==> src/rtl/switch_mcu_alu_pkg.sv <==
// Shared encodings for the switch MCU shift unit: op codes, FSM states, x0 index.
package switch_mcu_alu_pkg;
  typedef enum logic [1:0] {
    OP_SLL = 2'b00,
    OP_SRL = 2'b01,
    OP_SRA = 2'b10,
    OP_ROR = 2'b11
  } op_e;

  typedef enum logic [2:0] {IDLE, READ, WAIT, SHIFT, WRITE} state_e;

  localparam logic [4:0] REG_X0 = 5'd0;
endpackage

==> src/rtl/switch_mcu_shift_step.sv <==
// One combinational shift step of up to STEP bits; the caller supplies the fill bit.
module switch_mcu_shift_step
  import switch_mcu_alu_pkg::*;
#(
  parameter int XLEN = 32,
  parameter int NW   = 6
) (
  input  op_e              in_op,
  input  logic [XLEN-1:0]  in_data,
  input  logic [NW-1:0]    in_n,
  input  logic             in_fill,
  output logic [XLEN-1:0]  out_data
);
  always_comb begin
    out_data = in_data;
    case (in_op)
      OP_SLL:  out_data = in_data << in_n;
      OP_SRL,
      OP_SRA:  out_data = XLEN'({{XLEN{in_fill}}, in_data} >> in_n);
      OP_ROR:  out_data = XLEN'({in_data, in_data} >> in_n);
      default: out_data = in_data;
    endcase
  end
endmodule

==> src/rtl/switch_mcu_alu_shift.sv <==
// Iterative shift execution unit: reads rs1 (and rs2), shifts STEP bits/cycle, writes rd.
// Define SWITCH_MCU_SHIFT_ROT_EN to make op 11 a rotate-right; otherwise it is illegal.
module switch_mcu_alu_shift
  import switch_mcu_alu_pkg::*;
#(
  parameter int XLEN        = 32,
  parameter int STEP        = 8,
  parameter int REGFILE_LAT = 1
) (
  input  logic            in_clk,
  input  logic            in_rst,
  input  logic            in_en,
  input  logic            in_start,
  input  logic [1:0]      in_op,
  input  logic            in_use_imm,
  input  logic [11:0]     in_imm_type_i,
  input  logic [4:0]      in_rs1,
  input  logic [4:0]      in_rs2,
  input  logic [4:0]      in_rd,
  input  logic [XLEN-1:0] in_rdata_1,
  input  logic [XLEN-1:0] in_rdata_2,
  output logic [4:0]      out_raddr_1,
  output logic [4:0]      out_raddr_2,
  output logic            out_ren_1,
  output logic            out_ren_2,
  output logic [4:0]      out_waddr,
  output logic            out_wen,
  output logic [XLEN-1:0] out_wdata,
  output logic            out_busy,
  output logic            out_done,
  output logic            out_illegal
);
  localparam int SHAMT_W = $clog2(XLEN);
  localparam logic [SHAMT_W:0] STEP_W = (SHAMT_W+1)'(STEP);
`ifdef SWITCH_MCU_SHIFT_ROT_EN
  localparam bit ROT_EN = 1'b1;
`else
  localparam bit ROT_EN = 1'b0;
`endif

  state_e               state;
  op_e                  op_q;
  logic                 use_imm_q;
  logic [SHAMT_W-1:0]   imm_sh_q;
  logic [4:0]           rd_q;
  logic [2:0]           wait_cnt;
  logic [XLEN-1:0]      opnd;
  logic [SHAMT_W-1:0]   rem;

  logic [SHAMT_W-1:0]   shamt_src;
  logic                 illegal_op;
  logic [SHAMT_W:0]     rem_x;
  logic [SHAMT_W:0]     n;
  logic                 last_step;
  logic                 fill;
  logic [XLEN-1:0]      shifted;
  logic                 unused_bits;

  // Only the low SHAMT_W bits of the shift amount source matter.
  assign shamt_src   = use_imm_q ? imm_sh_q : in_rdata_2[SHAMT_W-1:0];
  assign unused_bits = ^{in_imm_type_i[11:SHAMT_W], in_rdata_2[XLEN-1:SHAMT_W]};
  assign illegal_op  = (op_q == OP_ROR) && !ROT_EN;
  assign rem_x       = {1'b0, rem};
  assign last_step   = (rem_x <= STEP_W);
  assign n           = last_step ? rem_x : STEP_W;
  assign fill        = (op_q == OP_SRA) & opnd[XLEN-1];

  switch_mcu_shift_step #(.XLEN(XLEN), .NW(SHAMT_W+1)) u_step (
    .in_op    (op_q),
    .in_data  (opnd),
    .in_n     (n),
    .in_fill  (fill),
    .out_data (shifted)
  );

  always_ff @(posedge in_clk or posedge in_rst) begin
    if (in_rst) begin
      state       <= IDLE;
      op_q        <= OP_SLL;
      use_imm_q   <= 1'b0;
      imm_sh_q    <= '0;
      rd_q        <= '0;
      wait_cnt    <= '0;
      opnd        <= '0;
      rem         <= '0;
      out_raddr_1 <= '0;
      out_raddr_2 <= '0;
      out_ren_1   <= 1'b0;
      out_ren_2   <= 1'b0;
      out_waddr   <= '0;
      out_wen     <= 1'b0;
      out_wdata   <= '0;
      out_busy    <= 1'b0;
      out_done    <= 1'b0;
      out_illegal <= 1'b0;
    end else begin
      out_raddr_1 <= '0;
      out_raddr_2 <= '0;
      out_ren_1   <= 1'b0;
      out_ren_2   <= 1'b0;
      out_waddr   <= '0;
      out_wen     <= 1'b0;
      out_wdata   <= '0;
      out_done    <= 1'b0;
      out_illegal <= 1'b0;
      if (!in_en) begin
        // Abort: drop back to idle without writing or signalling completion.
        state    <= IDLE;
        out_busy <= 1'b0;
      end else begin
        case (state)
          IDLE: if (in_start) begin
            op_q        <= op_e'(in_op);
            use_imm_q   <= in_use_imm;
            imm_sh_q    <= in_imm_type_i[SHAMT_W-1:0];
            rd_q        <= in_rd;
            out_ren_1   <= 1'b1;
            out_raddr_1 <= in_rs1;
            out_ren_2   <= !in_use_imm;
            out_raddr_2 <= in_use_imm ? 5'd0 : in_rs2;
            out_busy    <= 1'b1;
            state       <= READ;
          end
          READ: begin
            wait_cnt <= 3'(REGFILE_LAT - 1);
            state    <= WAIT;
          end
          WAIT: begin
            if (wait_cnt != 3'd0) begin
              wait_cnt <= wait_cnt - 3'd1;
            end else begin
              opnd <= in_rdata_1;
              rem  <= shamt_src;
              if (shamt_src == '0 || illegal_op) begin
                out_waddr   <= rd_q;
                out_wdata   <= illegal_op ? '0 : in_rdata_1;
                out_wen     <= (rd_q != REG_X0) && !illegal_op;
                out_done    <= 1'b1;
                out_illegal <= illegal_op;
                state       <= WRITE;
              end else begin
                state <= SHIFT;
              end
            end
          end
          SHIFT: begin
            opnd <= shifted;
            rem  <= rem - n[SHAMT_W-1:0];
            if (last_step) begin
              out_waddr <= rd_q;
              out_wdata <= shifted;
              out_wen   <= (rd_q != REG_X0);
              out_done  <= 1'b1;
              state     <= WRITE;
            end
          end
          WRITE: begin
            out_busy <= 1'b0;
            state    <= IDLE;
          end
          default: begin
            out_busy <= 1'b0;
            state    <= IDLE;
          end
        endcase
      end
    end
  end
endmodule

==> config.mk <==
export PLATFORM = sky130hd
export DESIGN_NAME = switch_mcu_alu_shift
export DESIGN_NICKNAME = d
export VERILOG_FILES = /design/src/rtl/switch_mcu_alu_pkg.sv /design/src/rtl/switch_mcu_shift_step.sv /design/src/rtl/switch_mcu_alu_shift.sv
export SDC_FILE = /design/constraint.sdc
export NUM_CORES = 1
export LEC_CHECK = 0
export BUFFER_PORTS_ARGS = -buffer_cell sky130_fd_sc_hd__buf_2
export CAP_MARGIN = 20
export CORE_MARGIN = 2
export CORE_UTILIZATION = 51
export CTS_CLUSTER_SIZE = 10
export DETAILED_ROUTE_END_ITERATION = 7
export PLACE_DENSITY = 0.77
export SLEW_MARGIN = 5
export SYNTH_ARGS = -nofsm -noshare
export SYNTH_HDL_FRONTEND = slang
export SYNTH_SLANG_ARGS = --single-unit
==> constraint.sdc <==
create_clock -name in_clk -period 3.4 [get_ports in_clk]
set_input_delay 0.34 -clock in_clk [delete_from_list [all_inputs] [get_ports in_clk]]
set_output_delay 0.34 -clock in_clk [all_outputs]
set_load 0.01 [all_outputs]
==> results.ini, run 1 <==
[status]
status = finished, violations left
violations = design-rule violations

[pwr]
power_leakage_nw = 4.09
power_frac_comb = 0.630
power_switching_mw = 5.19
power_per_cell_area_nw_per_um2 = 1070
p_int_mw = 4.46
pwr-share-seq = 0.259
ir_drop_mv = 0.490
switching_share = 0.538
p_clk_frac = 0.111

[grt]
gr-total-overflow = 0
grt_pass1_wl_um = 45500
met1_usage = 0.450
grt_max_degree = 71
grt_pass1_vias = 8085
antenna_found_initial = 1
busiest_layer = met2
grt.total_usage = 0.355
grt_util_met3 = 0.0801
met2_usage = 0.558

[critical_path]
start_kind = flip-flop
critPathMaxFanout = 15
crit_family = compound AO/OA/AOI/OAI gates
worstSetupPathType = reg2reg
reg2reg_depth = 6
path_buf_inv = 1
arrival_ns = 3.21
slowest_delay_ns = 0.81
cp_data_required_time_ns = 3.70
path_cells = buf_4, nor4b_2, a221o_1, a221oi_1, a2111oi_2, a22o_1
path_depth = 6
crit_path_top_delay_cell = nor4b_2
critPathCaptureType = flip-flop

[synthesis]
synth-edff-count = 0
synth_ff_type = dfrtp_1
seq_area_frac_synth = 0.341
synth.distinct_cells = 78
ys_ff_latch = 109
yosysWarnings = 0
async_flop_share = 1.00
synth_area_per_cell_um2 = 8.15
syn_inst = 982
syn_nets = 1083
syn_area_um2 = 8000

[clock_tree]
cts_hold_repair.buffers = 0
cts-htree-levels = 3
cts_buffer_depth = 2
cts_sinks = 109
root_buffer = clkbuf_16
cts_resized = 0
clock_latency_ns = 0.37
clk_pin_slew_ns = 0.08
cts_tree = done
post_cts_buffers = 0
cts_buffers = 9

[hold_path]
hp-class = in2async

[detailed_routing]
dr.pass1.iters = 8
dr_total_vias = 8616
ant_nets = 0
wire_per_inst_um = 23.3
finalWirelength_um = 29400
drc = 1
drt_iter0_drc = 1497
post_drt_via_cell_ratio = 6.83

[floorplan]
initial_core_util = 0.524
rows = 45
core-area_um2 = 15300
die_y_um = 129
die_w_um = 129
dieArea_um2 = 16700
pin_count = 151

[final_layout]
final_layout_size_suffix_gt1_frac = 0.205
n_antenna_cell = 0
multi_input_area_um2 = 4740
fillers = 1447
area_delta_synth_final_pct = 13.2
layout.area.seq_um2 = 2730
fin_nets = 1146

[placement]
place_ws_ns = 0.594
place_hpwl_um = 20300
io_buffers = 116
place_congestion = 1.04

[sta]
fin_crit_sh = 0.854
finalHoldViolations = 0
min_period_ns = 2.90
maxClockFrequency_mhz = 344
slew_headroom = 0.391
fin_skew_ns = 0.00966
worst_slack_ns = 0.496
drv_slew = 0
grt_setup_unrepaired = no
setup_tns_ns = 0
worst_slew_pin_slew_ns = 0.910
setup_viol = 0

[run]
maxCapViolations = 0

kinds of logic after synthesis:
kind of cell / Yosys count / synth area share
flip-flops: 109 / 0.341
other: 1 / 0.000469
multiplexers: 40 / 0.0624
AND/OR/NAND/NOR: 337 / 0.198
adder cells (fa/ha/maj): 3 / 0.00469
AO/OA/AOI/OAI: 368 / 0.325
buffers and inverters: 124 / 0.0685
cells in the mapped netlist, drive strengths merged, types with 4 or more instances:
library cell | instances | area (µm²)
dfrtp | 109 | 2730
nor3 | 20 | 100
o211a | 4 | 40.0
a211o | 5 | 43.8
a21oi | 69 | 345
mux4 | 7 | 161
o21a | 7 | 52.6
mux2i | 27 | 270
nor3b | 7 | 57.6
clkbuf | 68 | 255
and2 | 24 | 150
nand3 | 16 | 80.1
nand2b | 20 | 125
nand2 | 160 | 603
o22ai | 14 | 87.6
o31ai | 14 | 105
a211oi | 19 | 153
a221oi | 15 | 131
a311oi | 5 | 43.8
a2111oi | 4 | 41.3
o41ai | 4 | 35.0
o2bb2ai | 4 | 35.0
a31oi | 8 | 50.1
o211ai | 4 | 30.0
o221ai | 20 | 175
nor2b | 5 | 31.3
inv | 13 | 48.8
mux2 | 6 | 67.6
a21o | 15 | 113
a22oi | 16 | 120
a22o | 15 | 131
nor2 | 53 | 201
o32ai | 6 | 60.1
buf | 43 | 244
a32oi | 17 | 149
o21ai | 74 | 370
and3 | 9 | 56.3
nor4 | 4 | 25.0
a221o | 6 | 60.1
layout make-up:
type	instances	area share
multi-input combinational	749	0.523
clock buffer	10	0.0264
timing repair buffer	163	0.107
sequential	109	0.301
clock inverter	6	0.00677
tap	211	0.0292
inverter	13	0.00566
metrics by stage:
step	util	total power [mW]	instances	hold WS [ns]	cell area, µm²
2_1_floorplan	-	6.38	982	0.443	8000
3_3_place_gp	0.574	8.23	1245	0.461	8760
3_5_place_dp	0.574	8.27	1245	0.475	8760
4_1_cts	0.594	9.37	1261	0.150	9060
5_1_grt	0.594	10.1	1261	0.162	9060
6_report	0.594	9.65	1261	0.146	9060
placed cells by master (no fill, tap or decap), types with 16 or more instances in the layout:
cell / count
and2_1: 24
nor2_1: 51
o221ai_1: 20
a22oi_1: 16
a21oi_1: 69
mux2i_1: 27
o21ai_0: 69
dfrtp_1: 108
buf_4: 44
nand2_1: 159
a211oi_1: 17
nand3_1: 16
nor3_1: 19
a32oi_1: 17
nand2b_1: 20
buf_2: 116
per-layer routing:
layer | up-vias | routed length [µm]
met5 | - | 0
met4 | 0 | 1900
met3 | 136 | 3200
met2 | 609 | 13000
met1 | 4085 | 11300
li1 | 3786 | -
power groups by stage:
stage | combinational (mW) | clock (mW) | sequential, mW
after floorplan | 4.59 | 0 | 1.79
after global placement | 5.78 | 0 | 2.44
after detailed placement | 5.83 | 0 | 2.44
after CTS | 5.86 | 1.09 | 2.42
after global routing | 6.46 | 1.14 | 2.51
final | 6.08 | 1.07 | 2.50
sequential cells by signal (all words and copies together), names as in the netlist, 2 cells and up:
register / flops
imm_sh_q: 5
state: 3
out_waddr: 5
out_wdata: 32
opnd: 32
wait_cnt: 3
out_raddr_1: 5
out_raddr_2: 5
rem: 5
rd_q: 5
op_q: 2
path summary, 6_finish.rpt:
kind | start | endpoint | slack [ns]
setup / recovery | rem[4] | out_wdata[17] | 0.50
min in group in_clk | in_rd[1] | rd_q[1] | 0.16
hold / removal | in_rst | wait_cnt[0] | 0.15
hold reg to reg | imm_sh_q[4] | imm_sh_q[4] | 0.50
max in group asynchronous | in_rst | out_wdata[17] | 2.46
setup reg to reg | rem[4] | out_wdata[17] | 0.50
worst reg2reg max path: cells and delay by family (launching register included):
kind	cells	cell delay, ns
AO/OA/AOI/OAI	4	1.22
AND/OR/NAND/NOR	1	0.81
buffers and inverters	1	0.25
flip-flops	1	0.56
Power figures use the tool's default switching activity.
==> run 2: changes to the inputs <==
--- a/config.mk
+++ b/config.mk
@@ -7,7 +7,6 @@
 export LEC_CHECK = 0
 export BUFFER_PORTS_ARGS = -buffer_cell sky130_fd_sc_hd__buf_2
 export CAP_MARGIN = 20
-export CORE_MARGIN = 2
 export CORE_UTILIZATION = 51
 export CTS_CLUSTER_SIZE = 10
 export DETAILED_ROUTE_END_ITERATION = 7
==> results.ini, run 2 (synthesis results as in run 1) <==
[clock_tree]
cts_hold_repair.buffers = 0  ; unchanged
clk_pin_slew_ns = 0.08  ; about the same
post_cts_buffers = 0  ; unchanged
clock_latency_ns = 0.37  ; about the same
cts_buffers = 9  ; unchanged
cts_resized = 0  ; unchanged
cts_sinks = 109  ; unchanged
cts_tree = done
root_buffer = clkbuf_16
cts-htree-levels = 3  ; unchanged
cts_buffer_depth = 2  ; unchanged

[pwr]
p_int_mw = 4.44  ; -0.35%
p_clk_frac = 0.111  ; about the same
switching_share = 0.541  ; +0.00305
power_per_cell_area_nw_per_um2 = 1070  ; +0.51%
pwr-share-seq = 0.258  ; about the same
power_frac_comb = 0.632  ; +0.002
fin_total_pwr_mw = 9.68  ; +0.31%
power_switching_mw = 5.24  ; +0.88%
ir_drop_mv = 0.529  ; +8.0%
power_leakage_nw = 4.09  ; about the same

[grt]
busiest_layer = met2
grt_pass1_wl_um = 46100  ; +1.3%
met2_usage = 0.577  ; +0.0190
grt_max_degree = 63  ; -11%
grt_util_met3 = 0.0704  ; -0.00975
grt.total_usage = 0.373  ; +0.0177
gr-total-overflow = 0  ; unchanged
antenna_found_initial = 0  ; -1
met1_usage = 0.484  ; +0.0335
grt_pass1_vias = 8068  ; -0.21%

[critical_path]
arrival_ns = 3.22  ; about the same
critPathMaxFanout = 22  ; +7
worstSetupPathType = reg2reg
critPathCaptureType = flip-flop
start_kind = flip-flop
cp_data_required_time_ns = 3.70  ; about the same

[floorplan]
rows = 45  ; unchanged
dieArea_um2 = 16200  ; -3.1%
die_y_um = 127  ; -1.5%
pin_count = 151  ; unchanged
die_w_um = 127  ; -1.5%
initial_core_util = 0.524  ; unchanged
core-area_um2 = 15300  ; unchanged

[placement]
io_buffers = 116  ; unchanged
place_hpwl_um = 20300  ; about the same
place_congestion = 1.00  ; -3.2%

[sta]
finalHoldViolations = 0  ; unchanged
fin_skew_ns = 0.0101  ; +0.000445 ns
min_period_ns = 2.92  ; +0.0201 ns
fin_crit_sh = 0.860  ; +0.00591
grt_setup_unrepaired = no
maxClockFrequency_mhz = 342  ; -0.69%
setup_viol = 0  ; unchanged
setup_tns_ns = 0  ; unchanged
drv_slew = 0  ; unchanged
worst_slew_pin_slew_ns = 0.833  ; -0.0776 ns
slew_headroom = 0.443  ; +0.0519

[detailed_routing]
finalWirelength_um = 29500  ; +0.48%
ant_nets = 0  ; unchanged
drc = 0  ; -1
post_drt_via_cell_ratio = 6.84  ; +0.16%
wire_per_inst_um = 23.4  ; +0.56%
dr.pass1.iters = 8  ; unchanged
dr_total_vias = 8623  ; +0.081%
drt_iter0_drc = 1393  ; -6.9%

[final_layout]
top_regs = opnd x32, out_wdata x32
final_layout_size_suffix_gt1_frac = 0.204  ; -0.000758
mostFrequentLayoutCell = nand2_1
area_delta_synth_final_pct = 13.0
most-common-layout-cells = nand2_1 (159), buf_2 (116), dfrtp_1 (108), a21oi_1 (69), o21ai_0 (69)
n_antenna_cell = 0  ; unchanged
fin_nets = 1145  ; -0.087%

[run]
maxCapViolations = 0  ; unchanged

[hold_path]
hp-class = in2async

[status]
status = completed

[run 2: cell count changes in the layout (fill, tap and decap cells not counted)]
cell        previous run  this run
clkbuf_8               1         0
inv_6                  3         1
clkinvlp_4             1         0
clkinv_4               0         1
clkinv_2               0         1
clkinv_8               1         2
inv_8                  1         2
buf_12                 3         2
[run 2: final cells by class]
| type | instances | area (µm²) |
|---|---|---|
| clock buffers | 9 | 225 |
| clock inverters | 7 | 77.6 |
| fillers | 1415 | 6220 |
| inverters | 13 | 51.3 |
| multi-input cells | 749 | 4740 |
| flip-flops and latches | 109 | 2730 |
| well taps | 211 | 264 |
| repair buffers | 162 | 951 |
[run 2: power by group through the flow]
stage                     Combinational, mW  Sequential (mW)  Clock [mW]
after floorplan                        4.59             1.79           0
after global placement                 5.83             2.44           0
after detailed placement               5.86             2.44           0
after CTS                              5.89             2.42        1.08
after global routing                   6.51             2.50        1.12
final                                  6.12             2.49        1.07
[run 2: per-stage QoR]
step                setup WS, ns  hold slack (ns)  instance area, µm²  utilization  instances
floorplan                  0.186            0.443                8000            -        982
global placement           0.626            0.461                8740        0.573       1244
detailed placement         0.652            0.470                8740        0.573       1244
CTS                        0.606            0.147                9040        0.592       1260
global route               0.428            0.154                9040        0.592       1260
finish                     0.476            0.110                9040        0.592       1260
[run 2: metal layers]
| metal | vias to the layer above | wire length, µm |
|---|---|---|
| met5 | - | 0 |
| met4 | 0 | 1910 |
| met3 | 138 | 3000 |
| met2 | 612 | 13100 |
| met1 | 4081 | 11500 |
| li1 | 3792 | - |
[run 2: critical path: stages, from the launching register on]
cell and delay [ns]:
dfrtp_1 0.56, buf_4 0.33, nor4b_2 0.73, a221o_1 0.31
a221oi_1 0.10, a2111oi_2 0.59, a22o_1 0.24
[run 2: worst paths after layout]
check                                      start  slack [ns]            end  cells past startpoint
worst max-delay path                      rem[1]        0.48  out_wdata[17]                      6
worst min-delay path                      in_rst        0.11   out_wdata[8]                      2
worst max register to register            rem[1]        0.48  out_wdata[17]                      6
worst min register to register           rd_q[1]        0.49        rd_q[1]                      2
max in group asynchronous                 in_rst        2.46  out_wdata[17]                      3
min in group in_clk             in_imm_type_i[4]        0.16    imm_sh_q[4]                      3
